### src/rtl/shift_seq.sv
// shift_seq: multi-cycle shift sequencer for the ALU shift path.
// SLL/SRL/SRA/ROR on 32 bits, STEP bits per cycle, start/busy/done handshake.
module shift_seq #(
  parameter int STEP = 1
) (
  input  logic        clk,
  input  logic        rst,
  input  logic        start,
  input  logic [1:0]  op,
  input  logic [31:0] data,
  input  logic [4:0]  shamt,
  output logic        busy,
  output logic        done,
  output logic [31:0] res
);

  typedef enum logic [1:0] {
    IDLE,
    SHIFT,
    DONE
  } state_t;

  localparam logic [5:0] STEP_W = 6'(STEP);

  state_t      state;
  logic [1:0]  op_r;
  logic [5:0]  count;
  logic [31:0] work;
  logic [31:0] shifted;
  logic [5:0]  n;

  // one narrow shift of the working register by min(STEP, count)
  always_comb begin
    n       = (count < STEP_W) ? count : STEP_W;
    shifted = work;
    unique case (op_r)
      2'b00: shifted = work << n;
      2'b01: shifted = work >> n;
      2'b10: shifted = $signed(work) >>> n;
      2'b11: shifted = (work >> n) | (work << (6'd32 - n));
    endcase
  end

  // sequencer FSM with registered busy/done/res
  always_ff @(posedge clk) begin
    if (rst) begin
      state <= IDLE;
      op_r  <= 2'b00;
      count <= 6'd0;
      work  <= 32'h0;
      res   <= 32'h0;
      busy  <= 1'b0;
      done  <= 1'b0;
    end else begin
      unique case (state)
        IDLE: begin
          done <= 1'b0;
          if (start) begin
            work  <= data;
            op_r  <= op;
            count <= {1'b0, shamt};
            busy  <= 1'b1;
            if (shamt == 5'd0) begin
              state <= DONE;
              res   <= data;
              done  <= 1'b1;
            end else begin
              state <= SHIFT;
            end
          end
        end
        SHIFT: begin
          work  <= shifted;
          count <= count - n;
          if (count <= STEP_W) begin
            state <= DONE;
            res   <= shifted;
            done  <= 1'b1;
          end
        end
        DONE: begin
          state <= IDLE;
          busy  <= 1'b0;
          done  <= 1'b0;
        end
        default: begin
          state <= IDLE;
          busy  <= 1'b0;
          done  <= 1'b0;
        end
      endcase
    end
  end

endmodule

### config.mk
export PLATFORM = sky130hd
export DESIGN_NAME = shift_seq
export DESIGN_NICKNAME = d
export VERILOG_FILES = /design/src/rtl/shift_seq.sv
export SDC_FILE = /design/constraint.sdc
export NUM_CORES = 1
export LEC_CHECK = 0
export ABC_AREA = 0
export CAP_MARGIN = 10
export CORE_MARGIN = 4
export CORE_UTILIZATION = 58
export DETAILED_ROUTE_END_ITERATION = 8
export PLACE_DENSITY_LB_ADDON = 0.25
export SLEW_MARGIN = 40
export SYNTH_ARGS = -nofsm -noshare
export SYNTH_HDL_FRONTEND = slang
export SYNTH_SLANG_ARGS = --single-unit
### constraint.sdc
create_clock -name clk -period 8.6 [get_ports clk]
set_clock_uncertainty 0.15 [all_clocks]
set_input_delay 1.29 -clock clk [delete_from_list [all_inputs] [get_ports clk]]
set_output_delay 1.29 -clock clk [all_outputs]
set_load 0.1 [all_outputs]
==> Yosys cells after proc, flatten, opt, wreduce, memory -nomap -nowiden <==
Cells that the tools add are included.
{ "totals": {"register_bits": 76, "in_bits": 42} }
{ "classes": {"n_addsub": 2, "n_lt_le_gt_ge": 2, "eq_ne": 7, "n_shift": 4, "n_mux": 20, "bitwise": 2, "reduce_logical": 9} }
{ "op_table": {"columns": ["op", "count"], "rows": [
  ["two-way mux 32 bit", 4],
  ["one-hot mux 32 bit (2 select lines)", 2],
  ["one-hot mux 32 bit (4 select lines)", 1],
  ["<< shifter 32 x 6 -> 32 bit", 2],
  ["OR 32 bit", 1],
  [">> shifter 32 x 6 -> 32 bit", 1],
  [">>> shifter 32 x 6 -> 32 bit", 1],
  ["two-way mux 6 bit", 2],
  ["one-hot mux 6 bit (2 select lines)", 1],
  ["AND reduction 2 bit", 4],
  ["less-or-equal comparator 6 x 1 -> 1 bit, second input constant", 1],
  ["less-than comparator 6 x 1 -> 1 bit, second input constant", 1],
  ["two-way mux 2 bit", 3],
  ["!= test 2 bit, second input constant", 3],
  ["subtractor 6 bit", 1],
  ["subtractor 6 bit, first input constant", 1],
  ["logical NOT 5 bit", 1],
  ["equality test 2 x 1 -> 1 bit, second input constant", 2],
  ["equality test 2 bit, second input constant", 2],
  ["logical NOT 2 bit", 2],
  ["two-way mux 1 bit", 4],
  ["one-hot mux 1 bit (2 select lines)", 2],
  ["one-hot mux 2 bit (2 select lines)", 1],
  ["AND reduction 4 bit", 1],
  ["other kinds (2)", 2]
]} }

==> Longest topological paths before layout <==
Gate-level depths: netlist of the first run.
{ "depth": {"depth_word": 8, "ltp_mapped": 13, "depth_no_buf": 9} }

==> Worst setup path after synthesis of the first run <==
Ideal clock, no wire load.
{ "synth_timing": {"kind": "reg-to-reg", "from": "register count[1]", "to": "register res[30]", "setup_time_ns": 0.132, "arrival_time_ns": 2.574, "setup_slack_ns": 5.744, "path_stages_with_launch": 14, "n_path_buf": 4, "synth_period_minus_slack_ns": 2.856, "path_cell_list": "dfxtp_1 -> buf_6 -> nor4_4 -> nand2_1 -> clkinv_1 -> buf_2 -> ha_1 -> buf_2 -> buf_2 -> mux2_2 -> a221oi_1 -> a41oi_1 -> nand3_1 -> a21oi_1"} }
{ "synth_via": {"elab_chain_len": 8, "elab_cells_between_ends": 14, "classes_between": "add/sub: 1; order compare: 2; eq/ne: 1; shift: 4; mux: 4; bitwise: 1; reduce/logical: 1"} }
{ "synth_rtl": {"columns": ["element", "line_no", "text"], "rows": [
  ["from (decl)", "27", "logic [5:0] count;"],
  ["from (signal assigned)", "61", "count <= {1'b0, shamt};"],
  ["from (signal assigned)", "74", "count <= count - n;"],
  ["less-than comparator 6 x 1 -> 1 bit", "34", "n = (count < STEP_W) ? count : STEP_W;"],
  ["two-way mux 6 bit", "34", null],
  ["subtractor 6 bit", "40", "2'b11: shifted = (work >> n) | (work << (6'd32 - n));"],
  ["<< shifter 32 x 6 -> 32 bit", "40", null],
  ["OR 32 bit", "40", null],
  ["one-hot mux 32 bit (4 select lines)", "36", "unique case (op_r)"],
  ["two-way mux 32 bit", "75", "if (count <= STEP_W) begin"],
  ["one-hot mux 32 bit (2 select lines)", "55", "unique case (state)"],
  ["to (signal assigned)", "65", "res <= data;"],
  ["to (signal assigned)", "77", "res <= shifted;"],
  ["to (decl)", "14", "output logic [31:0] res"]
]} }
Parallel ways exist; a longest one is shown, timed or not. The select of a mux whose other input is x is not followed.
A chain may end at the register's enable or synchronous reset.

==> Worst setup path in the final report of the first run <==
{ "layout_timing": {"from": "register count[1]", "to": "register res[14]"} }
Same word-level chain as after synthesis.

==> results_dict.tcl, run 1 <==
set metrics [dict create \
    first_pass_grt_wire_length_mm 20.0 \
    min_period_ns 4.27 \
    floorplan.initialDensity 0.601 \
    areaGrowthSynthToFinish_pct 17.1 \
    critical_path.max_stage_delay_ns 0.72 \
    cap_viol_max_count 0 \
    worst_r2r_endpoint "res[14]$_SDFFE_PP0P_" \
    postSynthRegisterBits 76 \
    floorplan.die_area_um2 9010 \
    detailedPlacementHpwl_mm 8.29 \
    synth_enable_flop_cells 0 \
    routed_wl_mm 12.5 \
    hold_start "res[20]$_SDFFE_PP0P_" \
    setup.worst_path.start_class "flip-flop" \
    cts_max_level 3 \
    critical_path.endpoint_type "flip-flop" \
    detailroute.via_count 4453 \
    instances_no_fill 685 \
    r2r_slack_ns 4.33 \
    cts-resized-gates 0 \
    regToRegStartpoint "count[1]$_SDFFE_PP0P_" \
    netlist-cell-type-count 64 \
    total_leakage_power_nw 1.89 \
    diodes_inserted 0 \
    dpl_cell_area_um2 4870 \
    fraction_of_final_layout_cells_with_drive_strength_greater_than_1 0.169 \
    first_global_vias 4067 \
    crit_required_ns 8.72 \
    avgRoutedWirePerCell_um 18.3 \
    ir_worst_vdd_v 0.000129 \
    grtUsageTotal 0.280 \
    clk_path_buf_depth 2 \
    worst-slew-pin-transition_ns 0.867 \
    finalSetupViolations 0 \
    run_status "complete, no violations" \
    min_path_type "reg -> reg" \
    coreArea_um2 7290 \
    synth.avg_cell_area_um2 8.07 \
    clock_insertion_delay_worst_skew_ns 0.36 \
    synth-seq-area-share 0.347 \
    cp_data_arrival_time_ns 4.38 \
    clockRootBuffer "sky130_fd_sc_hd__clkbuf_8" \
    final_nets 625 \
    rsz0062_at_grt "false" \
    min_delay_worst_endpoint "res[20]$_SDFFE_PP0P_" \
    finalInstanceArea_um2 5130 \
    route.detailed.drc 0 \
    synth_top_flop_cell "sky130_fd_sc_hd__dfxtp_1" \
    timing.fmax_ghz 0.234 \
    synth.net_count 587 \
    totalNegativeSetupSlack_ns 0 \
    critPathTopFamily "simple AND/OR/NAND/NOR gates" \
    top_layer_used "met4" \
    report.final.hold_viol_count 0 \
    grt_antenna_before_repair 0 \
    grt_overflow 0 \
    drt_met1_wl_mm 5.49 \
    rows 31 \
    path_buf_inv 1 \
    critical_path_class "reg -> reg" \
    numClockSinks 76 \
    pnr_total_power_w 0.00128 \
    route.met3.wl_mm 1.03 \
    cts_tree "done" \
    postCtsSetupBuffers 0 \
    power.density_nw_per_um2 249 \
    rr_worst_depth 9 \
    antenna_violating_nets_post_route 0 \
    chipHeight_um 94.9 \
    io_buffers 75 \
    die_width_um 94.9 \
    crit_path_max_fanout 22 \
    whs_path_depth 2 \
    dpl.cell_count 669 \
    numCtsBuffers 9 \
    pin_count_of_the_biggest_net_entering_global_routing 52 \
    cell_by_cell_trace_of_the_critical_path "nor4_4, nand2_2, clkinv_1, ha_2, and3_1, a21oi_1, o311ai_0, nand2_1, a311oi_1" \
    routabilityCongestion 0.924 \
    holdWs_ns 0.304 \
    postSynth.asyncResetShare 0 \
    worst_slew_margin_relative_to_its_limit 0.420 \
    wire_length_on_met2_mm 5.74 \
    timing.final.crit_share 0.496 \
    drt_iter0_markers 343 \
    post_cts_hold_buffer_count 0 \
    clkTransAtPathRegs_ns 0.08 \
    num_io_pins 76 \
    yosys_warnings 0 \
    detailedRoute.firstPassIterationCount 5 \
    netlist_instances 543 \
    mappedNetlistArea_um2 4380 \
    maxSlewViolCount 0 \
    critical_path.slowest_cell "sky130_fd_sc_hd__nor4_4" \
    post_drt_via_cell_ratio 6.50 \
]
## synth_stat cells, drive strengths merged (2+ instances only)
cell	n	area share
inv	4	0.0034
and3	2	0.0029
dfxtp	76	0.35
nor2	61	0.054
o41ai	3	0.0060
ha	2	0.0057
mux2i	13	0.030
nor3	26	0.032
mux2	19	0.049
nand3b	3	0.0051
a211oi	26	0.046
or2	2	0.0029
or4	4	0.0086
a2111oi	3	0.0074
or3	4	0.0057
or3b	2	0.0040
a21oi	49	0.056
clkbuf	25	0.022
nor3b	7	0.012
a31oi	3	0.0043
o2111ai	8	0.016
nand3	19	0.022
nand2b	5	0.0071
o311ai	2	0.0040
a221oi	11	0.022
o221ai	5	0.010
o211ai	8	0.014
buf	28	0.039
nand2	48	0.041
nor2b	2	0.0029
a22o	2	0.0043
o31ai	5	0.0086
o21ai	37	0.045
o22ai	5	0.0071
nor4	2	0.0063
a311oi	6	0.012
## worst register-to-register path, delay by kind of cell (launching register included)
kind                       cells  cell delay [ns]
AOI/OAI and AO/OA              3             0.85
adders and majority gates      1             0.30
buffers and inverters          1             0.46
DFF                            1             0.44
and+or+nand+nor                4             1.98
## power by group
group	total, W	internal, W	switching (W)
clock	0.000345	0.000208	0.000137
combinational	0.000481	0.000154	0.000326
sequential	0.000450	0.000394	0.0000561
total	0.00128	0.000757	0.000519
## stage by stage
step,setup slack (ns),util
finish,4.33,0.704
global route,4.09,0.704
CTS,4.05,0.702
detailed placement,4.06,0.667
global placement,4.24,0.690
floorplan,5.74,-
## cells in the final DEF (no fill, tap or decap), types with 3 or more instances in the layout
cell type,instances
sky130_fd_sc_hd__nor3b_1,7
sky130_fd_sc_hd__buf_4,5
sky130_fd_sc_hd__nor3_1,24
sky130_fd_sc_hd__o2111ai_1,8
sky130_fd_sc_hd__o221ai_1,5
sky130_fd_sc_hd__mux2i_1,13
sky130_fd_sc_hd__o21ai_0,33
sky130_fd_sc_hd__bufinv_16,3
sky130_fd_sc_hd__a221oi_1,11
sky130_fd_sc_hd__o211ai_1,8
sky130_fd_sc_hd__clkdlybuf4s50_1,41
sky130_fd_sc_hd__o31ai_1,5
sky130_fd_sc_hd__nand3_1,19
sky130_fd_sc_hd__or3_1,4
sky130_fd_sc_hd__o22ai_1,5
sky130_fd_sc_hd__dfxtp_1,76
sky130_fd_sc_hd__nand3b_1,3
sky130_fd_sc_hd__nand2_1,47
sky130_fd_sc_hd__clkbuf_8,11
sky130_fd_sc_hd__nand2b_1,5
sky130_fd_sc_hd__a311oi_1,6
sky130_fd_sc_hd__mux2_2,19
sky130_fd_sc_hd__a211oi_1,25
sky130_fd_sc_hd__o21ai_1,3
sky130_fd_sc_hd__a31oi_1,3
sky130_fd_sc_hd__nor2_1,58
sky130_fd_sc_hd__a21oi_1,49
sky130_fd_sc_hd__o41ai_1,3
sky130_fd_sc_hd__buf_2,34
sky130_fd_sc_hd__inv_1,3
## state kept, by name, indices dropped and copies added (netlist names)
name,flops
state,2
op_r,2
busy,1
res,32
done,1
work,32
count,6
## worst max path at each step
stage	from	end	slack, ns	cells after the start
6_report	count[1]$_SDFFE_PP0P_	res[14]$_SDFFE_PP0P_	4.33	9
5_1_grt	count[1]$_SDFFE_PP0P_	res[14]$_SDFFE_PP0P_	4.09	9
4_1_cts	count[1]$_SDFFE_PP0P_	res[30]$_SDFFE_PP0P_	4.05	9
3_5_place_dp	count[1]$_SDFFE_PP0P_	res[30]$_SDFFE_PP0P_	4.06	9
3_3_place_gp	count[1]$_SDFFE_PP0P_	res[14]$_SDFFE_PP0P_	4.24	9
2_1_floorplan	count[1]$_SDFFE_PP0P_	res[30]$_SDFFE_PP0P_	5.74	13
## kinds of logic (layout without fill, tap and decap cells)
group / count (synthesis) / in the layout / share of synthesized area
AND/OR/NAND/NOR: 188 / 188 / 0.208
AO/OA/AOI/OAI: 185 / 185 / 0.290
flip-flops: 76 / 76 / 0.347
buffers and inverters: 58 / 101 / 0.0645
other: 1 / 1 / 0.000855
multiplexers: 33 / 33 / 0.0836
adder cells (fa/ha/maj): 2 / 2 / 0.00571
## per-layer routing
metal  up-vias  track usage
li1       2113            -
met1      2110        0.383
met2       201        0.441
met3        29       0.0470
met4         0        0.106
met5         -            0
## final cells by class
| class | instances | area, µm² |
|---|---|---|
| Clock inverter | 4 | 95.1 |
| Clock buffer | 12 | 155 |
| Inverter | 5 | 18.8 |
| Timing Repair Buffer | 80 | 618 |
| Fill cell | 607 | 2160 |
| Multi-Input combinational cell | 409 | 2600 |
| Tap cell | 99 | 124 |
| Sequential cell | 76 | 1520 |
Note: power is estimated with default switching activity, not from simulation.
==> run 2: changes to the inputs <==
- CORE_UTILIZATION: 58 -> 53
- clock period: 8.6 -> 4 ns (I/O delays scaled with it)
==> run 2 against run 1 <==
Effect of this change: design area fell by 0.12%; wire length rose by 3.4%; sequential power grew 110%; total power increased by 110%; combinational power grew 120%; global-route usage fell by 1.7 points; fmax grew 32%; core utilization shrank 5.4 points; first-iteration DRC count grew 28%; critical endpoint is now res[30]$_SDFFE_PP0P_; largest cell class unchanged; largest power group unchanged.
==> results_dict.tcl, run 2 (same netlist as run 1, synthesis figures left out) <==
set metrics [dict create \
    critical_path.slowest_cell "sky130_fd_sc_hd__ha_1" \
    fraction_of_final_layout_cells_with_drive_strength_greater_than_1 0.175 \
    rsz0062_at_grt "false" \
    post_drt_via_cell_ratio 6.49 \
    worst-slew-pin-transition_ns 0.820 \
    min_period_ns 3.23 \
    most_common_cell_after_layout_fill_and_taps_aside "sky130_fd_sc_hd__dfxtp_1" \
    report.final.hold_viol_count 0 \
    rows 32 \
    num_io_pins 76 \
    power.share.combinational 0.406 \
    pnr_total_power_w 0.00262 \
    postCtsSetupBuffers 0 \
    totalNegativeSetupSlack_ns 0 \
    areaGrowthSynthToFinish_pct 16.9 \
    numClockSinks 76 \
    r2r_slack_ns 0.77 \
    cts_tree "done" \
    coreArea_um2 7890 \
    first_global_vias 4220 \
    detailroute.via_count 4513 \
    route.detailed.drc 0 \
    grt_overflow 0 \
    diodes_inserted 0 \
    critPathMostFrequentCell "sky130_fd_sc_hd__buf_4" \
    switchingPower_w 0.00114 \
    run_status "complete, no violations" \
    io_buffers 75 \
    routed_wl_mm 12.9 \
    clk_path_buf_depth 2 \
    ir_worst_vdd_v 0.000231 \
    total_leakage_power_nw 1.90 \
    routabilityCongestion 0.935 \
    critical_path.endpoint_type "flip-flop" \
    first_pass_grt_wire_length_mm 21.2 \
    avgRoutedWirePerCell_um 18.6 \
    timing.final.crit_share 0.807 \
    top_regs "res: 32 flops, work: 32 flops, count: 6 flops" \
    crit_required_ns 4.07 \
    post_cts_hold_buffer_count 0 \
    dpl.cell_count 680 \
    grtUsageTotal 0.263 \
    cap_viol_max_count 0 \
    drt_iter0_markers 439 \
    clkTransAtPathRegs_ns 0.08 \
    critical_path_class "reg -> reg" \
    floorplan.die_area_um2 9790 \
    timing.fmax_ghz 0.310 \
    detailedRoute.firstPassIterationCount 5 \
    layout.cells.most_common_list "sky130_fd_sc_hd__dfxtp_1 (76), sky130_fd_sc_hd__nor2_1 (59), sky130_fd_sc_hd__a21oi_1 (49), sky130_fd_sc_hd__nand2_1 (48), sky130_fd_sc_hd__clkdlybuf4s50_1 (41)" \
    power.share.clock 0.225 \
    clockRootBuffer "sky130_fd_sc_hd__clkbuf_8" \
    antenna_violating_nets_post_route 0 \
    min_path_type "reg -> reg" \
    chipHeight_um 99.0 \
    clock_insertion_delay_worst_skew_ns 0.36 \
    grt_antenna_before_repair 0 \
    numCtsBuffers 9 \
    maxSlewViolCount 0 \
    pin_count_of_the_biggest_net_entering_global_routing 51 \
    cts-resized-gates 0 \
    cp_data_arrival_time_ns 3.30 \
    cts_max_level 3 \
    crit_path_max_fanout 16 \
    power_report.internal_total_w 0.00148 \
    detailedPlacementHpwl_mm 8.74 \
    power.sequential.fraction 0.369 \
    final_nets 633 \
    finalSetupViolations 0 \
    floorplan.initialDensity 0.556 \
    worst_slew_margin_relative_to_its_limit 0.452 \
    instances_no_fill 695 \
    setup.worst_path.start_class "flip-flop" \
    critical_path.max_stage_delay_ns 0.60 \
    switching_share 0.434 \
    cell_by_cell_trace_of_the_critical_path "nor4_4, buf_4, nand2_1, clkinv_1, ha_1, buf_4, mux2_2, a221oi_1, a41oi_1, nand3_1, a21oi_1" \
    die_width_um 99.0 \
    power.density_nw_per_um2 511 \
]
## run 2: cell types whose count changed in the layout (fill, tap and decap cells not counted), moves of 2 or more
cell                         previous run  this run
sky130_fd_sc_hd__clkbuf_8              11         9
sky130_fd_sc_hd__buf_4                  5        13
sky130_fd_sc_hd__nor2_2                 2         0
sky130_fd_sc_hd__clkinvlp_4             0         3
sky130_fd_sc_hd__bufinv_16              3         1
## run 2: final cells by class
class,count,area [µm²]
Inverter,5,18.8
Sequential cell,76,1520
Fill cell,699,2760
Timing Repair Buffer,88,678
Clock inverter,6,66.3
Multi-Input combinational cell,409,2590
Tap cell,102,128
Clock buffer,9,124
## run 2: worst paths after layout
| path | to | startpoint | cells past startpoint |
|---|---|---|---|
| worst max-delay path | res[30]$_SDFFE_PP0P_ | count[1]$_SDFFE_PP0P_ | 11 |
| worst min register to register | res[0]$_SDFFE_PP0P_ | res[0]$_SDFFE_PP0P_ | 2 |
| worst max register to register | res[30]$_SDFFE_PP0P_ | count[1]$_SDFFE_PP0P_ | 11 |
| worst min-delay path | res[0]$_SDFFE_PP0P_ | res[0]$_SDFFE_PP0P_ | 2 |
## run 2: power by group through the flow
stage / Combinational (W) / Clock (W) / Sequential (W)
global route: 0.00114 / 0.000623 / 0.000981
global placement: 0.00106 / 0 / 0.000978
CTS: 0.00106 / 0.000588 / 0.000963
floorplan: 0.000607 / 0 / 0.00119
finish: 0.00107 / 0.000589 / 0.000967
detailed placement: 0.00105 / 0 / 0.000979
## run 2: per-layer routing
layer  global-route usage  vias up  wire length, µm
met4               0.0756        0              206
met5                    0        -                0
met2                0.408      195             6080
li1                     -     2124                -
met3               0.0510       23              990
met1                0.371     2171             5650
## run 2: critical path: cells and delay by family (launching register included)
kind	cells	cell delay, ns
adders and majority gates	1	0.60
buffers and inverters	3	0.58
DFF	1	0.58
AOI/OAI and AO/OA	3	0.51
muxes	1	0.34
and+or+nand+nor	3	0.34
## run 2: metrics by stage
step                hold slack, ns  utilization  setup WS [ns]  cell area, µm²
CTS                          0.303        0.650          0.788            5130
finish                       0.299        0.650          0.770            5130
floorplan                    0.307            -           1.14            4380
global route                 0.315        0.650          0.540            5130
detailed placement           0.292        0.626          0.745            4940
global placement             0.289        0.645          0.849            5090
==> run 3: changes to the inputs <==
- clock period: 4 -> 3.36 ns (I/O delays scaled with it)
==> run 3 against run 2 <==
Effect of this change: non-clock buffer count grew 6; sequential share of layout area shrank 0.92 points; register-to-register slack lost 0.23 ns; highest routed layer unchanged.
==> results_dict.tcl, run 3 (same netlist as run 1, synthesis figures left out) <==
set metrics [dict create \
    postCtsSetupBuffers 0 \
    grtUsageTotal 0.263 \
    routabilityCongestion 0.928 \
    crit_required_ns 3.50 \
    finalSetupViolations 0 \
    areaGrowthSynthToFinish_pct 20.7 \
    floorplan.initialDensity 0.556 \
    worst_slew_margin_relative_to_its_limit 0.500 \
    critical_path.slowest_cell "sky130_fd_sc_hd__and3_1" \
    totalNegativeSetupSlack_ns 0 \
    clk_path_buf_depth 2 \
    cts_tree "done" \
    crit_path_max_fanout 11 \
    top_layer_used "met4" \
    critical_path_class "reg -> reg" \
    grt_antenna_before_repair 0 \
    cell_by_cell_trace_of_the_critical_path "nor4_4, nand2_1, clkinv_1, ha_1, and3_1, buf_4, a211oi_1, o31ai_1, nor2_1, nor3_1" \
    cap_viol_max_count 0 \
    power.density_nw_per_um2 612 \
    layout.cells.most_common_list "sky130_fd_sc_hd__dfxtp_1 (76), sky130_fd_sc_hd__nor2_1 (59), sky130_fd_sc_hd__buf_4 (52), sky130_fd_sc_hd__a21oi_1 (49), sky130_fd_sc_hd__nand2_1 (48)" \
    avgRoutedWirePerCell_um 18.5 \
    post_cts_hold_buffer_count 0 \
    rows 32 \
    floorplan.die_area_um2 9790 \
    min_path_type "reg -> reg" \
    route.detailed.drc 0 \
    top_regs "res: 32 flops, work: 32 flops, count: 6 flops" \
    detailedPlacementHpwl_mm 8.72 \
    cts-resized-gates 0 \
    antenna_violating_nets_post_route 0 \
    report.final.hold_viol_count 0 \
    grt_overflow 0 \
    detailedRoute.firstPassIterationCount 5 \
    post_drt_via_cell_ratio 6.36 \
    io_buffers 75 \
    wire_length_on_met2_mm 6.14 \
    coreArea_um2 7890 \
    chipHeight_um 99.0 \
    numCtsBuffers 9 \
    first_global_vias 4201 \
    critical_path.max_stage_delay_ns 0.45 \
    pin_count_of_the_biggest_net_entering_global_routing 51 \
    fraction_of_final_layout_cells_with_drive_strength_greater_than_1 0.183 \
    layout.filler_cells 670 \
    most_common_cell_after_layout_fill_and_taps_aside "sky130_fd_sc_hd__dfxtp_1" \
    diodes_inserted 0 \
    clock_insertion_delay_worst_skew_ns 0.36 \
    timing.fmax_ghz 0.354 \
    critical_path.endpoint_type "flip-flop" \
    drt_met1_wl_mm 5.73 \
    final_nets 639 \
    total_leakage_power_nw 1.94 \
    clkTransAtPathRegs_ns 0.09 \
    routed_wl_mm 13.0 \
    run_status "complete, no violations" \
    rsz0062_at_grt "false" \
    setup.worst_path.start_class "flip-flop" \
    route.met3.wl_um 962 \
    cts_max_level 3 \
    ir_worst_vdd_v 0.000387 \
    min_period_ns 2.82 \
    pnr_total_power_w 0.00324 \
    numClockSinks 76 \
    die_width_um 99.0 \
    clockRootBuffer "sky130_fd_sc_hd__clkbuf_8" \
    detailroute.via_count 4465 \
    worst-slew-pin-transition_ns 0.747 \
    cp_data_arrival_time_ns 2.96 \
    first_pass_grt_wire_length_mm 21.3 \
    maxSlewViolCount 0 \
    num_io_pins 76 \
    timing.final.crit_share 0.840 \
    drt_iter0_markers 347 \
]
run 3: layout make-up:
class	instances	area [µm²]	area share
clock inverter	6	88.8	0.0168
sequential	76	1520	0.288
inverter	5	18.8	0.00355
tap	102	128	0.0241
multi-input combinational	409	2580	0.489
clock buffer	10	128	0.0241
timing repair buffer	94	821	0.155
run 3: worst paths after layout:
kind | start | cells after the start | to | slack [ns]
setup reg to reg | count[1]$_SDFFE_PP0P_ | 10 | work[28]$_SDFFE_PP0P_ | 0.54
hold reg to reg | res[0]$_SDFFE_PP0P_ | 2 | res[0]$_SDFFE_PP0P_ | 0.31
setup / recovery | count[1]$_SDFFE_PP0P_ | 10 | work[28]$_SDFFE_PP0P_ | 0.54
hold / removal | res[0]$_SDFFE_PP0P_ | 2 | res[0]$_SDFFE_PP0P_ | 0.31
run 3: power by group:
part	leakage, nW	total (W)	switching [W]	internal, W
registers	0.625	0.00115	0.000145	0.00101
logic	1.22	0.00131	0.000855	0.000454
clock network	0.102	0.000774	0.000356	0.000418
total	1.94	0.00324	0.00136	0.00188
run 3: routing by layer:
layer,global-route usage,vias to the layer above
met5,0,-
met4,0.0620,0
met3,0.0517,15
met2,0.418,210
met1,0.366,2102
li1,-,2138
run 3: through the flow:
stage	setup slack (ns)	hold WS, ns	cells	instance area, µm²	util
CTS	0.588	0.312	702	5290	0.671
finish	0.537	0.308	702	5290	0.671
detailed placement	0.550	0.300	686	5070	0.643
floorplan	0.504	0.307	543	4380	-
global placement	0.600	0.294	686	5070	0.643
global route	0.317	0.340	702	5290	0.671
run 3: worst max-delay path, delay by kind of cell, from the launching register on:
kind	cells	cell delay (ns)
flops	1	0.43
compound gates	2	0.51
simple gates	5	1.11
buf+inv	2	0.31
fa+ha+maj	1	0.22
